===== src/rtl/mem_pkg.sv =====
// Shared defaults, request payload type and width helper for the memory arbiter slice.
package mem_pkg;

  localparam int unsigned DEF_AW    = 24;
  localparam int unsigned DEF_DW    = 16;
  localparam int unsigned DEF_BURST = 4;

  typedef struct packed {
    logic              we;
    logic [DEF_AW-1:0] addr;
    logic [DEF_DW-1:0] wdata;
  } mem_req_t;

  // Ceiling log2; returns 0 for v <= 1.
  function automatic int unsigned clog2(input int unsigned v);
    int unsigned r;
    r = 0;
    for (int unsigned i = 0; i < 32; i++) begin
      if ((64'd1 << i) < 64'(v)) r = i + 1;
    end
    return r;
  endfunction

endpackage


===== src/rtl/mem_id_fifo.sv =====
// Synchronous FIFO of requester IDs; one entry per outstanding read burst.
module mem_id_fifo
  import mem_pkg::*;
#(
  parameter int unsigned IW    = 2,
  parameter int unsigned TAG_N = 2
) (
  input  logic          clkSYS,
  input  logic          n_reset,
  input  logic          push,
  input  logic          pop,
  input  logic [IW-1:0] din,
  output logic [IW-1:0] head,
  output logic          empty,
  output logic          full
);

  localparam int unsigned DEPTH = 2 ** TAG_N;
  localparam int unsigned CW    = TAG_N + 1;

  logic [IW-1:0]    mem [DEPTH];
  logic [TAG_N-1:0] wr_ptr;
  logic [TAG_N-1:0] rd_ptr;
  logic [CW-1:0]    count;
  logic             push_ok;
  logic             pop_ok;

  // A pop in the same cycle frees the slot a push into a full FIFO needs.
  assign push_ok = push & (~full | pop);
  assign pop_ok  = pop & ~empty;
  assign empty   = (count == '0);
  assign full    = (count == CW'(DEPTH));
  assign head    = mem[rd_ptr];

  always_ff @(posedge clkSYS) begin
    if (push_ok) mem[wr_ptr] <= din;
  end

  always_ff @(posedge clkSYS or negedge n_reset) begin
    if (!n_reset) begin
      wr_ptr <= '0;
      rd_ptr <= '0;
      count  <= '0;
    end else begin
      if (push_ok) wr_ptr <= wr_ptr + TAG_N'(1);
      if (pop_ok)  rd_ptr <= rd_ptr + TAG_N'(1);
      count <= count + CW'(push_ok) - CW'(pop_ok);
    end
  end

endmodule


===== src/rtl/mem_arbiter.sv =====
// Arbitrates N requesters onto one memory port; burst read data is routed back in order via an ID FIFO.
module mem_arbiter
  import mem_pkg::*;
#(
  parameter int unsigned N     = 3,
  parameter int unsigned AW    = DEF_AW,
  parameter int unsigned DW    = DEF_DW,
  parameter int unsigned BURST = DEF_BURST,
  parameter int unsigned TAG_N = 2,
  parameter bit          PRIO0 = 1'b1
) (
  input  logic            clkSYS,
  input  logic            n_reset,
  input  logic [N-1:0]    req,
  input  logic [N-1:0]    we,
  input  logic [N*AW-1:0] addr,
  input  logic [N*DW-1:0] wdata,
  output logic [N-1:0]    rdy,
  output logic [N-1:0]    ifrdy,
  output logic [DW-1:0]   rdata,
  output logic            mem_req,
  output logic            mem_we,
  output logic [AW-1:0]   mem_addr,
  output logic [DW-1:0]   mem_wdata,
  input  logic            mem_rdy,
  input  logic            mem_rvalid,
  input  logic [DW-1:0]   mem_rdata,
  output logic            err
);

  localparam int unsigned IW = (clog2(N) > 0) ? clog2(N) : 1;
  localparam int unsigned CW = (clog2(BURST) > 0) ? clog2(BURST) : 1;

  logic [IW-1:0] rr_ptr;
  logic [CW-1:0] beat_cnt;
  logic [IW-1:0] fifo_head;
  logic          fifo_empty;
  logic          fifo_full;
  logic          beat_ok;
  logic          last_beat;
  logic          blocked;
  logic [N-1:0]  eligible;
  logic          grant_vld;
  logic [IW-1:0] grant_idx;
  logic          accept;
  logic          push;

  // Return path: beats are only meaningful while a burst is outstanding.
  always_comb begin
    beat_ok   = mem_rvalid & ~fifo_empty;
    last_beat = beat_ok & (beat_cnt == CW'(BURST - 1));
    blocked   = fifo_full & ~last_beat;
    for (int i = 0; i < N; i++) begin
      eligible[i] = req[i] & (we[i] | ~blocked);
    end
  end

  // Requester 0 may pre-empt; otherwise scan from rr_ptr with wrap.
  always_comb begin : p_grant
    int unsigned idx;
    logic [IW-1:0] cand;
    grant_vld = 1'b0;
    grant_idx = '0;
    idx       = 0;
    cand      = '0;
    if (PRIO0 && eligible[0]) begin
      grant_vld = 1'b1;
    end else begin
      for (int k = 0; k < N; k++) begin
        idx = int'(rr_ptr) + k;
        if (idx >= N) idx = idx - N;
        cand = IW'(idx);
        if (!grant_vld && eligible[cand] && !(PRIO0 && idx == 0)) begin
          grant_vld = 1'b1;
          grant_idx = cand;
        end
      end
    end
  end

  always_comb begin
    mem_req   = grant_vld;
    mem_we    = 1'b0;
    mem_addr  = '0;
    mem_wdata = '0;
    rdy       = '0;
    ifrdy     = '0;
    rdata     = beat_ok ? mem_rdata : '0;
    for (int i = 0; i < N; i++) begin
      if (grant_vld && grant_idx == IW'(i)) begin
        mem_we    = we[i];
        mem_addr  = addr[i*AW +: AW];
        mem_wdata = wdata[i*DW +: DW];
        rdy[i]    = mem_rdy;
      end
      ifrdy[i] = beat_ok & (fifo_head == IW'(i));
    end
    accept = grant_vld & mem_rdy;
    push   = accept & ~mem_we;
  end

  always_ff @(posedge clkSYS or negedge n_reset) begin
    if (!n_reset) begin
      rr_ptr   <= '0;
      beat_cnt <= '0;
      err      <= 1'b0;
    end else begin
      if (accept) begin
        if (grant_idx == IW'(N - 1)) rr_ptr <= PRIO0 ? IW'(1) : IW'(0);
        else                         rr_ptr <= grant_idx + IW'(1);
      end
      if (beat_ok) beat_cnt <= last_beat ? '0 : beat_cnt + CW'(1);
      if (mem_rvalid && fifo_empty) err <= 1'b1;
    end
  end

  mem_id_fifo #(
    .IW    (IW),
    .TAG_N (TAG_N)
  ) u_id_fifo (
    .clkSYS  (clkSYS),
    .n_reset (n_reset),
    .push    (push),
    .pop     (last_beat),
    .din     (grant_idx),
    .head    (fifo_head),
    .empty   (fifo_empty),
    .full    (fifo_full)
  );

endmodule

===== config.mk =====
export PLATFORM = sky130hd
export DESIGN_NAME = mem_arbiter
export DESIGN_NICKNAME = d
export VERILOG_FILES = /design/src/rtl/mem_pkg.sv /design/src/rtl/mem_id_fifo.sv /design/src/rtl/mem_arbiter.sv
export SDC_FILE = /design/constraint.sdc
export NUM_CORES = 1
export LEC_CHECK = 0
export ABC_AREA = 1
export BUFFER_PORTS_ARGS = -buffer_cell sky130_fd_sc_hd__buf_2
export CAP_MARGIN = 20
export CORE_ASPECT_RATIO = 2
export CORE_MARGIN = 2
export CORE_UTILIZATION = 34
export DETAILED_ROUTE_END_ITERATION = 12
export PLACE_DENSITY = 0.78
export SYNTH_ARGS = -nofsm -noshare
export SYNTH_HDL_FRONTEND = slang
export SYNTH_SLANG_ARGS = --single-unit

===== constraint.sdc =====
create_clock -name clkSYS -period 2.64 [get_ports clkSYS]
set_input_delay 0 -clock clkSYS [delete_from_list [all_inputs] [get_ports clkSYS]]
set_output_delay 0 -clock clkSYS [all_outputs]
set_load 0.005 [all_outputs]

==> Word-level counts from Yosys, hierarchy flattened <==
Memory sizes are Yosys's and may differ from the RTL's.
Cells that the tools add are included.
{ "totals": {"register_bits": 12, "latch_bits": 0, "ramBits": 8, "romBits": 0, "input_bits": 146, "out_inout_bits": 65, "wordCells": 111, "mem_count": 1} }
{ "classes": {"addsub": 11, "mul": 0, "n_div": 0, "order_cmp": 6, "n_eq_ne": 6, "shift": 0, "muxes": 39, "bitwise_logic": 22, "n_reduce_logical": 20} }
{ "memory_table": {"columns": ["memory", "depth", "word_bits", "rd", "rd_clocked_by_memory_dff", "wr", "line", "text"], "rows": [
  ["u_id_fifo.mem", 4, 2, 1, 0, 1, "mem_id_fifo.sv:21", "logic [IW-1:0] mem [DEPTH];"]
]} }
{ "op_table": {"columns": ["op", "n"], "rows": [
  ["$mux W32", 6],
  ["$logic_not A32 Y1", 3],
  ["$mux W24", 3],
  ["$mux W16", 4],
  ["$mux W1", 17],
  ["$and A1 B1 Y1", 13],
  ["$mux W2", 6],
  ["$logic_and A1 B1 Y1", 9],
  ["$lt A2 B3 Y1 const B", 3],
  ["$add A2 B1 Y2 const B", 4],
  ["$sub A3 B2 Y4 const B", 2],
  ["$bmux W1 S2", 3],
  ["$eq A2 B2 Y1 const B", 3],
  ["$ge A3 B2 Y1 const B", 2],
  ["$logic_not A1 Y1", 5],
  ["$not A1 Y1", 5],
  ["$eq A2 B1 Y1 const B", 2],
  ["$logic_not A2 Y1", 2],
  ["$or A1 B1 Y1", 4],
  ["$add A2 B1 Y3 const B", 1],
  ["$add A2 B2 Y3 const B", 1],
  ["$add A3 B1 Y3", 1],
  ["$eq A3 B3 Y1 const B", 1],
  ["$logic_not A3 Y1", 1],
  ["other kinds (3)", 3]
]} }

==> Logic depth before layout (Yosys ltp) <==
Gate-level depths: netlist of the first run.
{ "logic_depth": {"word_depth": 35, "ltp_mapped": 19, "mapped_depth_nobuf": 19} }

==> Modules after synthesis <==
Synthesis of the first run repeated with hierarchy kept, for this count alone.
{ "unflattened": {"hier_cells": 375, "hier_area_um2": 2441.1} }
{ "modules_own_cells": {"columns": ["mod", "n_inst", "cells_each", "area_each_um2", "seq_area_each_um2"], "rows": [
  ["mem_arbiter", 1, 296, 1681.6, 125.1],
  ["mem_id_fifo", 1, 79, 759.5, 415.4]
]} }

==> Worst setup path before layout of the first run <==
Ideal clock, no wire load.
{ "synth_path": {"path_type": "reg-to-reg", "from": "register rr_ptr[0]", "to": "register u_id_fifo.count[2]", "setup_time_ps": 79, "arrival_ps": 2604, "required_time_ps": 2561, "slack_ps": -43, "stages_incl_launch_ff": 19, "n_path_buf": 0, "period_less_slack_ps": 2683, "path_cell_list": "dfrtp_1 inv_1 ha_1 inv_1 nand3_1 nand2_1 nand2_1 nor2_2 nand2_1 nand2_1 nand2_1 nand2_1 nand3_1 nand4_2 inv_1 ha_1 fa_1 xnor2_1 xor2_1"} }
{ "synth_between": {"elab_chain_cells": 28, "word_cells_on_any_way": 58, "classes_between": "add/sub: 7; order compare: 3; eq/ne: 2; mux: 25; bitwise: 4; reduce/logical: 17"} }
{ "synth_rtl": {"columns": ["element", "line", "text"], "rows": [
  ["start: declaration", "mem_arbiter.sv:34", "logic [IW-1:0] rr_ptr;"],
  ["start signal: assignment", "mem_arbiter.sv:109", "if (grant_idx == IW'(N - 1)) rr_ptr <= PRIO0 ? IW'(1) : IW'(0);"],
  ["start signal: assignment", "mem_arbiter.sv:110", "else rr_ptr <= grant_idx + IW'(1);"],
  ["$sub A2 B2 Y3 or $ge A2 B2 Y1 (tied branches)", "mem_arbiter.sv:71", "if (idx >= N) idx = idx - N;"],
  ["$mux W32", "mem_arbiter.sv:71", null],
  ["$mux W32", "mem_arbiter.sv:66", "if (PRIO0 && eligible[0]) begin"],
  ["$logic_not A32 Y1 or $bmux W1 S2 (tied branches)", "mem_arbiter.sv:73", "if (!grant_vld && eligible[cand] && !(PRIO0 && idx == 0)) begin"],
  ["$logic_not A1 Y1 or $mux W1 (tied branches)", "mem_arbiter.sv:73", null],
  ["$logic_and A1 B1 Y1", "mem_arbiter.sv:73", null],
  ["$mux W1", "mem_arbiter.sv:73", null],
  ["$mux W1", "mem_arbiter.sv:66", null],
  ["[11 not listed]", null, null],
  ["$logic_and A1 B1 Y1", "mem_arbiter.sv:90", "if (grant_vld && grant_idx == IW'(i)) begin"],
  ["$mux W1 (3 in a row)", "mem_arbiter.sv:90", null],
  ["$not A1 Y1", "mem_arbiter.sv:99", "push = accept & ~mem_we;"],
  ["$and A1 B1 Y1 *", "mem_arbiter.sv:99", null],
  ["$and A1 B1 Y1 *", "mem_id_fifo.sv:29", "assign push_ok = push & (~full | pop);"],
  ["named net u_id_fifo.push_ok", "mem_id_fifo.sv:25", "logic push_ok;"],
  ["$add A3 B1 Y3 *", "mem_id_fifo.sv:47", "count <= count + CW'(push_ok) - CW'(pop_ok);"],
  ["$sub A3 B1 Y3 *", "mem_id_fifo.sv:47", null],
  ["end signal: assignment", "mem_id_fifo.sv:47", null],
  ["end: declaration", "mem_id_fifo.sv:24", "logic [CW-1:0] count;"]
]} }
Mark *: on every way through the listed nets, which the timed path passes. The rest lies on a longest branch. The select of a mux whose other input is x is not followed.
A chain may end at the register's enable or synchronous reset.

==> Final worst setup path of the first run <==
{ "layout_path": {"from": "register u_id_fifo.count[1]", "to": "register u_id_fifo.count[2]"} }
{ "layout_between": {"elab_chain_cells": 34, "word_cells_on_any_way": 55, "classes_between": "add/sub: 2; eq/ne: 3; mux: 19; bitwise: 19; reduce/logical: 12"} }
{ "layout_rtl": {"columns": ["element", "line", "text"], "rows": [
  ["$logic_not A3 Y1", "mem_id_fifo.sv:31", "assign empty = (count == '0);"],
  ["$not A1 Y1", "mem_arbiter.sv:50", "beat_ok = mem_rvalid & ~fifo_empty;"],
  ["$and A1 B1 Y1", "mem_arbiter.sv:50", null],
  ["$and A1 B1 Y1", "mem_arbiter.sv:51", "last_beat = beat_ok & (beat_cnt == CW'(BURST - 1));"],
  ["$not A1 Y1", "mem_arbiter.sv:52", "blocked = fifo_full & ~last_beat;"],
  ["$and A1 B1 Y1", "mem_arbiter.sv:52", null],
  ["$not A1 Y1", "mem_arbiter.sv:54", "eligible[i] = req[i] & (we[i] | ~blocked);"],
  ["$or A1 B1 Y1", "mem_arbiter.sv:54", null],
  ["[17 not listed]", null, null],
  ["$logic_and A1 B1 Y1", "mem_arbiter.sv:90", null],
  ["$mux W1 (3 in a row)", "mem_arbiter.sv:90", null],
  ["$not A1 Y1", "mem_arbiter.sv:99", null],
  ["$and A1 B1 Y1", "mem_arbiter.sv:99", null],
  ["$and A1 B1 Y1 *", "mem_id_fifo.sv:29", null],
  ["named net u_id_fifo.push_ok", "mem_id_fifo.sv:25", null],
  ["$add A3 B1 Y3 *", "mem_id_fifo.sv:47", null],
  ["$sub A3 B1 Y3 *", "mem_id_fifo.sv:47", null]
]} }
Marks and branches as above.

==> results.yml, run 1 <==
status:
  run_status: "finished, violations left"
  violations: "setup timing"
clock_tree:
  cts_tree: "done"
  cts_buffers: 3
  clockBufferDepth: 2
  clkTransAtPathRegs_ps: 50
  cts.sinks: 20
  h-tree-depth: 1
  cts_root_buffer: "clkbuf_16"
  clkLatencyLatePin_ps: 250
place:
  io_buffers: 210
  dpl.hpwl_mm: 6.772
  dp_slack_ps: -158.5
  globalplace.congestion: 0.9167
synth:
  synth.most_common_cell: "nand2_1"
  syn_area_mm2: 0.002276
  post_synth_num_cell_types: 32
  syn-instance-count: 374
  yosys.area.top_type: "nand2_1"
  ys.flop_type: "dfrtp_1"
  ys_top_cells_by_area: "nand2_1 (26%), dfrtp_1 (13%), nand3_1 (12%)"
  synth_edf_count: 8
  synth_seq_cells: 20
  ys_top_cells_by_count: "nand2_1 (155), nand3_1 (54), inv_1 (46)"
  synth.net_count: 532
  async_reset_ff_frac: 0.6000
  ys_seq_area_frac: 0.2375
  yosysTopAreaCellShare: 0.2556
  ys.warnings.count: 0
  avgSynthCellArea_um2: 6.085
setup_path:
  cpPeakStageDelay_ps: 440
  reg2reg_from: "u_id_fifo.count[1]"
  crit_cells: 18
  critical_path_buf_inv_count: 2
  cp-startpoint: "u_id_fifo.count[1]"
  cp-end-kind: "register"
  path_cells: "inv_2 > nand2_2 > nor2_4 > nand3_4 > nand3_2 > nand2_2 > nor2_4 > nor2_4 > nand3_1 > nand2_1 > nand2_2 > nand3_2 > nand4_2 > inv_1 > ha_2 > fa_2 > xnor2_2 > xor2_1"
  crit_slowest_cell: "dfrtp_2"
  arrival_ps: 2870
  r2r_cells: 18
  cp.required_ps: 2770
  reg2reg_setup_slack_ps: -100
  worst-setup-path-type: "reg2reg"
  r2r-end: "u_id_fifo.count[2]"
  crit_fanout: 3
  start_kind: "register"
  endpoint: "u_id_fifo.count[2]"
  crit_family: "simple AND/OR/NAND/NOR gates"
global_routing:
  track_usage: 0.2195
  grt_max_degree: 45
  met1_usage: 0.2206
  grt_first_pass_wirelength_mm: 12.63
  busiest_layer: "met2"
  first_global_vias: 3037
  grt-ovfl-total: 0
  grtUsageMet3: 0.03772
  use_met2: 0.4132
  antenna_found_initial: 0
finish:
  diodes: 0
  area_delta_synth_final_pct: 67.34
  finish.net_count: 754
  fin_util: 0.5798
  final_layout_size_suffix_gt1_frac: 0.4874
timing:
  tns_ps: -98.09
  setup_slack_ps: -98.09
  maxSlewHeadroom: 0.6374
  min_period_ps: 2738
  min_period_over_period: 1.037
  clock.fmax_ghz: 0.3652
  slew_viol_final: 0
  holdWs_ps: 56.69
  final_hold_viol_count: 0
  rsz0062_at_grt: "yes"
  report.final.setup_viol: 1
  fin_skew_ps: 1.738
  worstMarginPinSlew_ps: 542.7
worst_hold_path:
  hp-class: "in2reg"
drt:
  drtAntennaViolNets: 0
  route.detailed.vias_per_inst: 4.701
  vias: 3211
  routed_wl_mm: 8.527
  dr.pass1.iters: 4
  drt_iter0_drc: 107
  wl_per_cell_um: 12.48
  drc: 0
flow_run:
  max_cap_viol_count: 0
power:
  peakVddDrop_mv: 0.6670
  p_leak_nw: 2.238
  p_per_area_mw_per_mm2: 1130
floorplan:
  start_util: 0.3465
  fp-row-count: 42
  die_area_mm2: 0.007404
  die_w_um: 61.85
  die_h_um: 119.7
  ioPinCount: 211
  coreArea_mm2: 0.006569
==> power by group <==
group / switching (mW) / leakage (nW) / internal [mW]
clock: 0.112 / 0.0511 / 0.301
combinational: 1.87 / 1.97 / 1.41
sequential: 0.120 / 0.213 / 0.487
==> through the flow <==
step / power, mW / instance area (um2) / instances
after detailed placement: 3.441 / 3458 / 671
after floorplan: 2.428 / 2288 / 374
after global routing: 4.743 / 3809 / 683
after CTS: 3.918 / 3601 / 677
after global placement: 3.364 / 3458 / 671
final: 4.304 / 3809 / 683
==> worst register-to-register path, stage by stage, from the launching register on <==
cell and delay [ps]:
dfrtp_2 440, inv_2 80, nand2_2 60, nor2_4 210
nand3_4 140, nand3_2 150, nand2_2 80, nor2_4 120
nor2_4 50, nand3_1 70, nand2_1 80, nand2_2 80
nand3_2 80, nand4_2 90, inv_1 50, ha_2 170
fa_2 400, xnor2_2 140, xor2_1 130
==> state kept, by name, indices dropped and copies added, names as in the netlist <==
| name | count |
|---|---|
| u_id_fifo.mem | 8 |
| u_id_fifo.count | 3 |
| beat_cnt | 2 |
| rr_ptr | 2 |
| u_id_fifo.rd_ptr | 2 |
| u_id_fifo.wr_ptr | 2 |
| err | 1 |
==> how the worst min path moves through the flow <==
stage / start / to / slack (ps) / cells after the start
floorplan: n_reset / beat_cnt[0] / -300 / 0
global placement: n_reset / err / -100 / 1
global route: mem_rvalid / err / 70 / 2
finish: mem_rvalid / err / 60 / 2
CTS: mem_rvalid / err / 50 / 2
detailed placement: n_reset / err / -100 / 1
==> kinds of logic after synthesis <==
kind of cell | after synthesis | synth area share
AND/OR/NAND/NOR | 264 | 0.5212
buffers and inverters | 63 | 0.1248
flip-flops | 20 | 0.2375
adder cells (fa/ha/maj) | 12 | 0.06927
AO/OA/AOI/OAI | 11 | 0.03189
XOR/XNOR | 4 | 0.01540
==> routing by layer <==
layer  up-vias  routed length, um
met5         -                  0
li1       1609                  -
met2       180               4516
met3        31                726
met1      1391               2925
met4         0                360
==> layout by cell type (no fill, tap or decap), types with 8 or more instances in the layout <==
cell / count
dfrtp_1: 10
nand3_2: 10
edfxtp_1: 8
nand2_2: 10
buf_4: 17
nand3_1: 45
buf_2: 210
nand2_1: 148
inv_1: 42
nor2_1: 29
==> area by class of cell <==
| type | instances | area, um2 |
|---|---|---|
| Fill cell | 614 | 2760 |
| Multi-Input combinational cell | 291 | 1619 |
| Timing Repair Buffer | 230 | 1229 |
| Sequential cell | 20 | 543.0 |
| Inverter | 50 | 202.7 |
| Tap cell | 88 | 110.1 |
| Clock buffer | 3 | 75.07 |
| Clock inverter | 1 | 30.03 |
==> what timing repair did <==
action | CTS | global route
pin swaps | 2 | 13
buffers inserted | 1 | 6
endpoints found under the setup margin | 6 | 42
gates resized for setup | 5 | 41
endpoints found under the hold margin | 12 | 0
hold buffers | 1 | 0
gates cloned | 0 | 0
(Power assumes the default switching activity.)
==> inputs of run 2 (changes only) <==
Settings changed: ABC_AREA 1 to default, CORE_UTILIZATION 34 to 35, PLACE_DENSITY 0.78 to 0.76, SKIP_CTS_REPAIR_TIMING from default to 1, SLEW_MARGIN from default to 20.
==> results.yml, run 2 <==
global_routing:
  track_usage: 0.2257
  use_met2: 0.4579
  grtUsageMet3: 0.02589
  grt-ovfl-total: 0
  antenna_found_initial: 0
  met1_usage: 0.2124
  busiest_layer: "met2"
  grt_first_pass_wirelength_mm: 14.64
  grt_max_degree: 56
  first_global_vias: 3270
synth:
  async_reset_ff_frac: 0.6000
  syn-instance-count: 303
  post_synth_num_cell_types: 55
  ys_top_cells_by_count: "nand2_1 (48), o21ai_1 (44), a22oi_2 (39)"
  yosysTopAreaCellShare: 0.1880
  yosys.area.top_type: "a22oi_2"
  syn_area_mm2: 0.002596
  synth.net_count: 461
  ys_seq_area_frac: 0.2082
  synth.most_common_cell: "nand2_1"
  avgSynthCellArea_um2: 8.568
  ys_top_cells_by_area: "a22oi_2 (19%), dfrtp_1 (12%), edfxtp_1 (9.3%)"
  synth_edf_count: 8
  ys.flop_type: "dfrtp_1"
  synth_seq_cells: 20
  ys.warnings.count: 0
place:
  io_buffers: 210
  dpl.hpwl_mm: 7.807
  globalplace.congestion: 0.9378
  dp_slack_ps: -184.0
  dpl_cell_area_mm2: 0.003985
timing:
  min_period_ps: 2914
  setup_slack_ps: -273.7
  fin_skew_ps: 5.350
  worstMarginPinSlew_ps: 506.1
  rsz0062_at_grt: "yes"
  clock.fmax_ghz: 0.3432
  holdWs_ps: 57.19
  report.final.setup_viol: 51
  min_period_over_period: 1.104
  maxSlewHeadroom: 0.6595
  final_hold_viol_count: 0
  tns_ps: -9653
  slew_viol_final: 0
power:
  p_per_area_mw_per_mm2: 1188
  peakVddDrop_mv: 0.7559
  pwr-share-seq: 0.109
  p_int_mw: 3.033
  p_comb_frac: 0.811
  power.clock.fraction: 0.080
  switching_power_mw: 2.283
  netSwitchingFraction: 0.4295
  p_leak_nw: 2.186
  finalPower_mw: 5.316
setup_path:
  cp-end-kind: "output pin"
  arrival_ps: 2910
  r2r_cells: 12
  start_kind: "register"
  crit_fanout: 8
  cp.required_ps: 2640
  worst-setup-path-type: "reg2out"
clock_tree:
  cts_root_buffer: "clkbuf_16"
  clockBufferDepth: 2
  clkTransAtPathRegs_ps: 60
  h-tree-depth: 1
  clkLatencyLatePin_ps: 260
  cts_buffers: 3
  cts_tree: "done"
  cts.sinks: 20
drt:
  route.detailed.vias_per_inst: 5.323
  drc: 0
  dr.pass1.iters: 4
  wl_per_cell_um: 15.92
  drt_iter0_drc: 134
  drtAntennaViolNets: 0
  routed_wl_mm: 10.24
  vias: 3423
floorplan:
  ioPinCount: 211
  fp-row-count: 44
  start_util: 0.3600
  die_w_um: 64.90
  die_h_um: 125.8
  die_area_mm2: 0.008164
  coreArea_mm2: 0.007212
finish:
  final_cell_mix: "buf_2 (210), nand2_1 (48), o21ai_1 (42)"
  diodes: 0
  area_delta_synth_final_pct: 72.34
  reg.largest.list: "u_id_fifo.mem: 8 flops, u_id_fifo.count: 3 flops"
  finish.net_count: 710
  largest_register_ff_count: 8
  num-fill-cells: 616
  design_area_mm2: 0.004474
  layout_commonest_cell: "buf_2"
  largest-register: "u_id_fifo.mem"
  final_layout_size_suffix_gt1_frac: 0.6225
flow_run:
  max_cap_viol_count: 0
status:
  run_status: "finished, violations left"
  violations: "setup timing"
worst_hold_path:
  whs_path_depth: 2
  hp-class: "in2reg"
run 2: cell types whose count changed after synthesis, moves of 5 or more:
cell / change
nand2_1: -107
nor2_2: -5
a22oi_2: +39
o21ai_1: +44
nor2_1: -26
buf_6: +5
nand3_1: -52
nor3b_1: +10
inv_1: -35
and2_1: +20
clkbuf_1: +6
run 2: path summary, 6_finish.rpt:
check / from / endpoint / slack [ps]
setup / recovery: u_id_fifo.count[0] / mem_wdata[1] / -270
hold / removal: mem_rvalid / err / 60
setup reg to reg: u_id_fifo.count[0] / u_id_fifo.count[2] / -240
hold reg to reg: err / err / 470
max in group asynchronous: n_reset / u_id_fifo.count[2] / 2250
min in group asynchronous: n_reset / rr_ptr[0] / 150
run 2: layout make-up:
type / instances / area (um2) / share of cell area
Inverter: 11 / 41.29 / 0.009228
Clock inverter: 1 / 30.03 / 0.006711
Timing Repair Buffer: 267 / 1647 / 0.3680
Sequential cell: 20 / 543.0 / 0.1214
Tap cell: 92 / 115.1 / 0.02573
Multi-Input combinational cell: 249 / 2023 / 0.4522
Clock buffer: 3 / 75.07 / 0.01678
run 2: power groups by stage:
stage	registers, mW	logic [mW]	clock network (mW)
final	0.579	4.31	0.424
after global routing	0.591	4.66	0.437
after CTS	0.572	3.64	0.426
after detailed placement	0.573	3.62	0
after global placement	0.565	3.53	0
after floorplan	0.555	2.29	0
run 2: kinds of logic after synthesis:
kind of cell | Yosys count | synth area share
AOI/OAI and AO/OA | 120 | 0.3889
xor gates and xnor gates | 4 | 0.01350
adders and majority gates | 12 | 0.06072
buffers and inverters | 35 | 0.07856
DFF | 20 | 0.2082
muxes | 4 | 0.02506
and+or+nand+nor | 108 | 0.2251
run 2: through the flow:
| step | util | std cells |
|---|---|---|
| final | 0.6204 | 643 |
| after global routing | 0.6204 | 643 |
| after CTS | 0.5671 | 623 |
| after detailed placement | 0.5526 | 619 |
| after global placement | 0.5526 | 619 |
| after floorplan | - | 303 |
run 2: worst max-delay path, stage by stage, from the launching register on:
cell	delay, ps
dfrtp_1	430
or3b_4	430
o211a_1	230
a221o_1	380
o211a_2	170
buf_6	130
a21boi_4	260
buf_12	170
buf_4	120
a22oi_2	40
o21ai_1	150
buf_2	140
run 2: layer usage:
| metal | routed length, um | up-vias |
|---|---|---|
| li1 | - | 1631 |
| met1 | 3422 | 1547 |
| met2 | 5717 | 212 |
| met3 | 753 | 33 |
| met4 | 341 | 0 |
| met5 | 0 | - |
==> inputs of run 3 (changes only) <==
--- a/constraint.sdc
+++ b/constraint.sdc
@@ -3,2 +3,2 @@
 set_output_delay 0 -clock clkSYS [all_outputs]
-set_load 0.005 [all_outputs]
+set_load 0.02 [all_outputs]
==> results.yml, run 3 (synthesis gave the netlist of run 2 again) <==
worst_hold_path:
  hold_start: "mem_rvalid"
  hp-class: "in2reg"
clock_tree:
  clkLatencyLatePin_ps: 260
  cts_root_buffer: "clkbuf_16"
  cts_buffers: 3
  clkTransAtPathRegs_ps: 60
  cts.sinks: 20
  clockBufferDepth: 2
  cts_tree: "done"
  h-tree-depth: 1
drt:
  wl_per_cell_um: 16.36
  routed_wl_mm: 10.36
  route.detailed.vias_per_inst: 5.365
  vias: 3396
  drc: 0
  dr.pass1.iters: 4
  drtAntennaViolNets: 0
  drt_iter0_drc: 127
global_routing:
  antenna_found_initial: 0
  first_global_vias: 3206
  track_usage: 0.2275
  grt-ovfl-total: 0
  grt_first_pass_wirelength_mm: 14.87
  grt_max_degree: 49
timing:
  maxSlewHeadroom: 0.6872
  fin_skew_ps: 1.650
  min_period_ps: 2955
  rsz0062_at_grt: "yes"
  clock.fmax_ghz: 0.3384
  worstMarginPinSlew_ps: 465.0
  report.final.setup_viol: 54
  setup_slack_ps: -314.7
  slew_viol_final: 0
  min_period_over_period: 1.119
  holdWs_ps: 66.89
  final_hold_viol_count: 0
finish:
  reg.largest.list: "u_id_fifo.mem: 8 flops, u_id_fifo.count: 3 flops"
  ff_latch_area_um2: 540.5
  num-fill-cells: 652
  area_delta_synth_final_pct: 70.99
  layout_commonest_cell: "buf_2"
  final_layout_size_suffix_gt1_frac: 0.6192
  diodes: 0
  largest-register: "u_id_fifo.mem"
  finish.net_count: 700
  largest_register_ff_count: 8
  multi_input_area_mm2: 0.002063
  final_cell_mix: "buf_2 (200), nand2_1 (48), buf_4 (42)"
setup_path:
  arrival_ps: 3090
  reg2reg_from: "rr_ptr[0]"
  worst-setup-path-type: "reg2reg"
  cp-end-kind: "register"
  start_kind: "register"
  crit_fanout: 4
  cp-startpoint: "rr_ptr[0]"
  cp.required_ps: 2770
floorplan:
  die_area_mm2: 0.008164
  die_h_um: 125.8
  coreArea_mm2: 0.007212
  start_util: 0.3600
  ioPinCount: 211
  die_w_um: 64.90
  fp-row-count: 44
status:
  violations: "setup timing"
  run_status: "finished, violations left"
power:
  peakVddDrop_mv: 0.6642
  finalPower_mw: 5.903
  p_leak_nw: 2.145
  p_per_area_mw_per_mm2: 1330
place:
  dpl.hpwl_mm: 7.719
  globalplace.congestion: 0.9650
  io_buffers: 210
flow_run:
  max_cap_viol_count: 0
==> run 3: cell count changes in the layout (fill, tap and decap cells not counted), sizes merged <==
cell and delta:
buf -12, clkbuf +2
==> run 3: per-stage QoR <==
step | worst slack [ps] | util | cells | cell area [um2] | setup TNS (ps)
after CTS | -487.5 | 0.5654 | 618 | 4078 | -20650
after detailed placement | -305.8 | 0.5508 | 614 | 3973 | -8348
final | -314.7 | 0.6155 | 633 | 4439 | -12090
after global placement | -267.8 | 0.5508 | 614 | 3973 | -6185
after floorplan | -180.5 | - | 303 | 2683 | -360.6
after global routing | -428.4 | 0.6155 | 633 | 4439 | -17300
==> run 3: where the power goes <==
part | switching, mW | internal, mW | leakage (nW)
Combinational | 2.68 | 2.23 | 1.88
Sequential | 0.114 | 0.460 | 0.212
Clock | 0.121 | 0.301 | 0.0511
==> run 3: final timing paths <==
| kind | end | cells after the start | slack, ps |
|---|---|---|---|
| max | u_id_fifo.count[1] | 11 | -310 |
| max reg2reg | u_id_fifo.count[1] | 11 | -310 |
| min in group asynchronous | u_id_fifo.rd_ptr[0] | 2 | 180 |
| max in group asynchronous | rr_ptr[0] | 2 | 2230 |
| min reg2reg | err | 1 | 460 |
| min | err | 2 | 70 |
==> run 3: area by class of cell <==
cell class                      instances  share of cell area
Tap cell                               92             0.02593
Clock buffer                            3             0.01691
Inverter                               11            0.009301
Timing Repair Buffer                  257              0.3546
Clock inverter                          1            0.006764
Sequential cell                        20              0.1218
Multi-Input combinational cell        249              0.4648
==> run 3: worst max-delay path, cell delays in order (launching register included) <==
cell and delay (ps):
dfrtp_1 390, inv_1 100, buf_4 150, ha_1 300
buf_4 190, nor4_1 410, nor4_4 100, a211oi_2 350
a21boi_4 90, nor2_1 130, ha_2 190, fa_2 430
==> run 3: layer usage <==
layer,track usage,vias to the layer above,share of wire
met5,0,-,0
met4,0.1151,0,0.051
met3,0.02768,36,0.060
met2,0.4421,183,0.57
met1,0.2243,1569,0.32
li1,-,1608,-
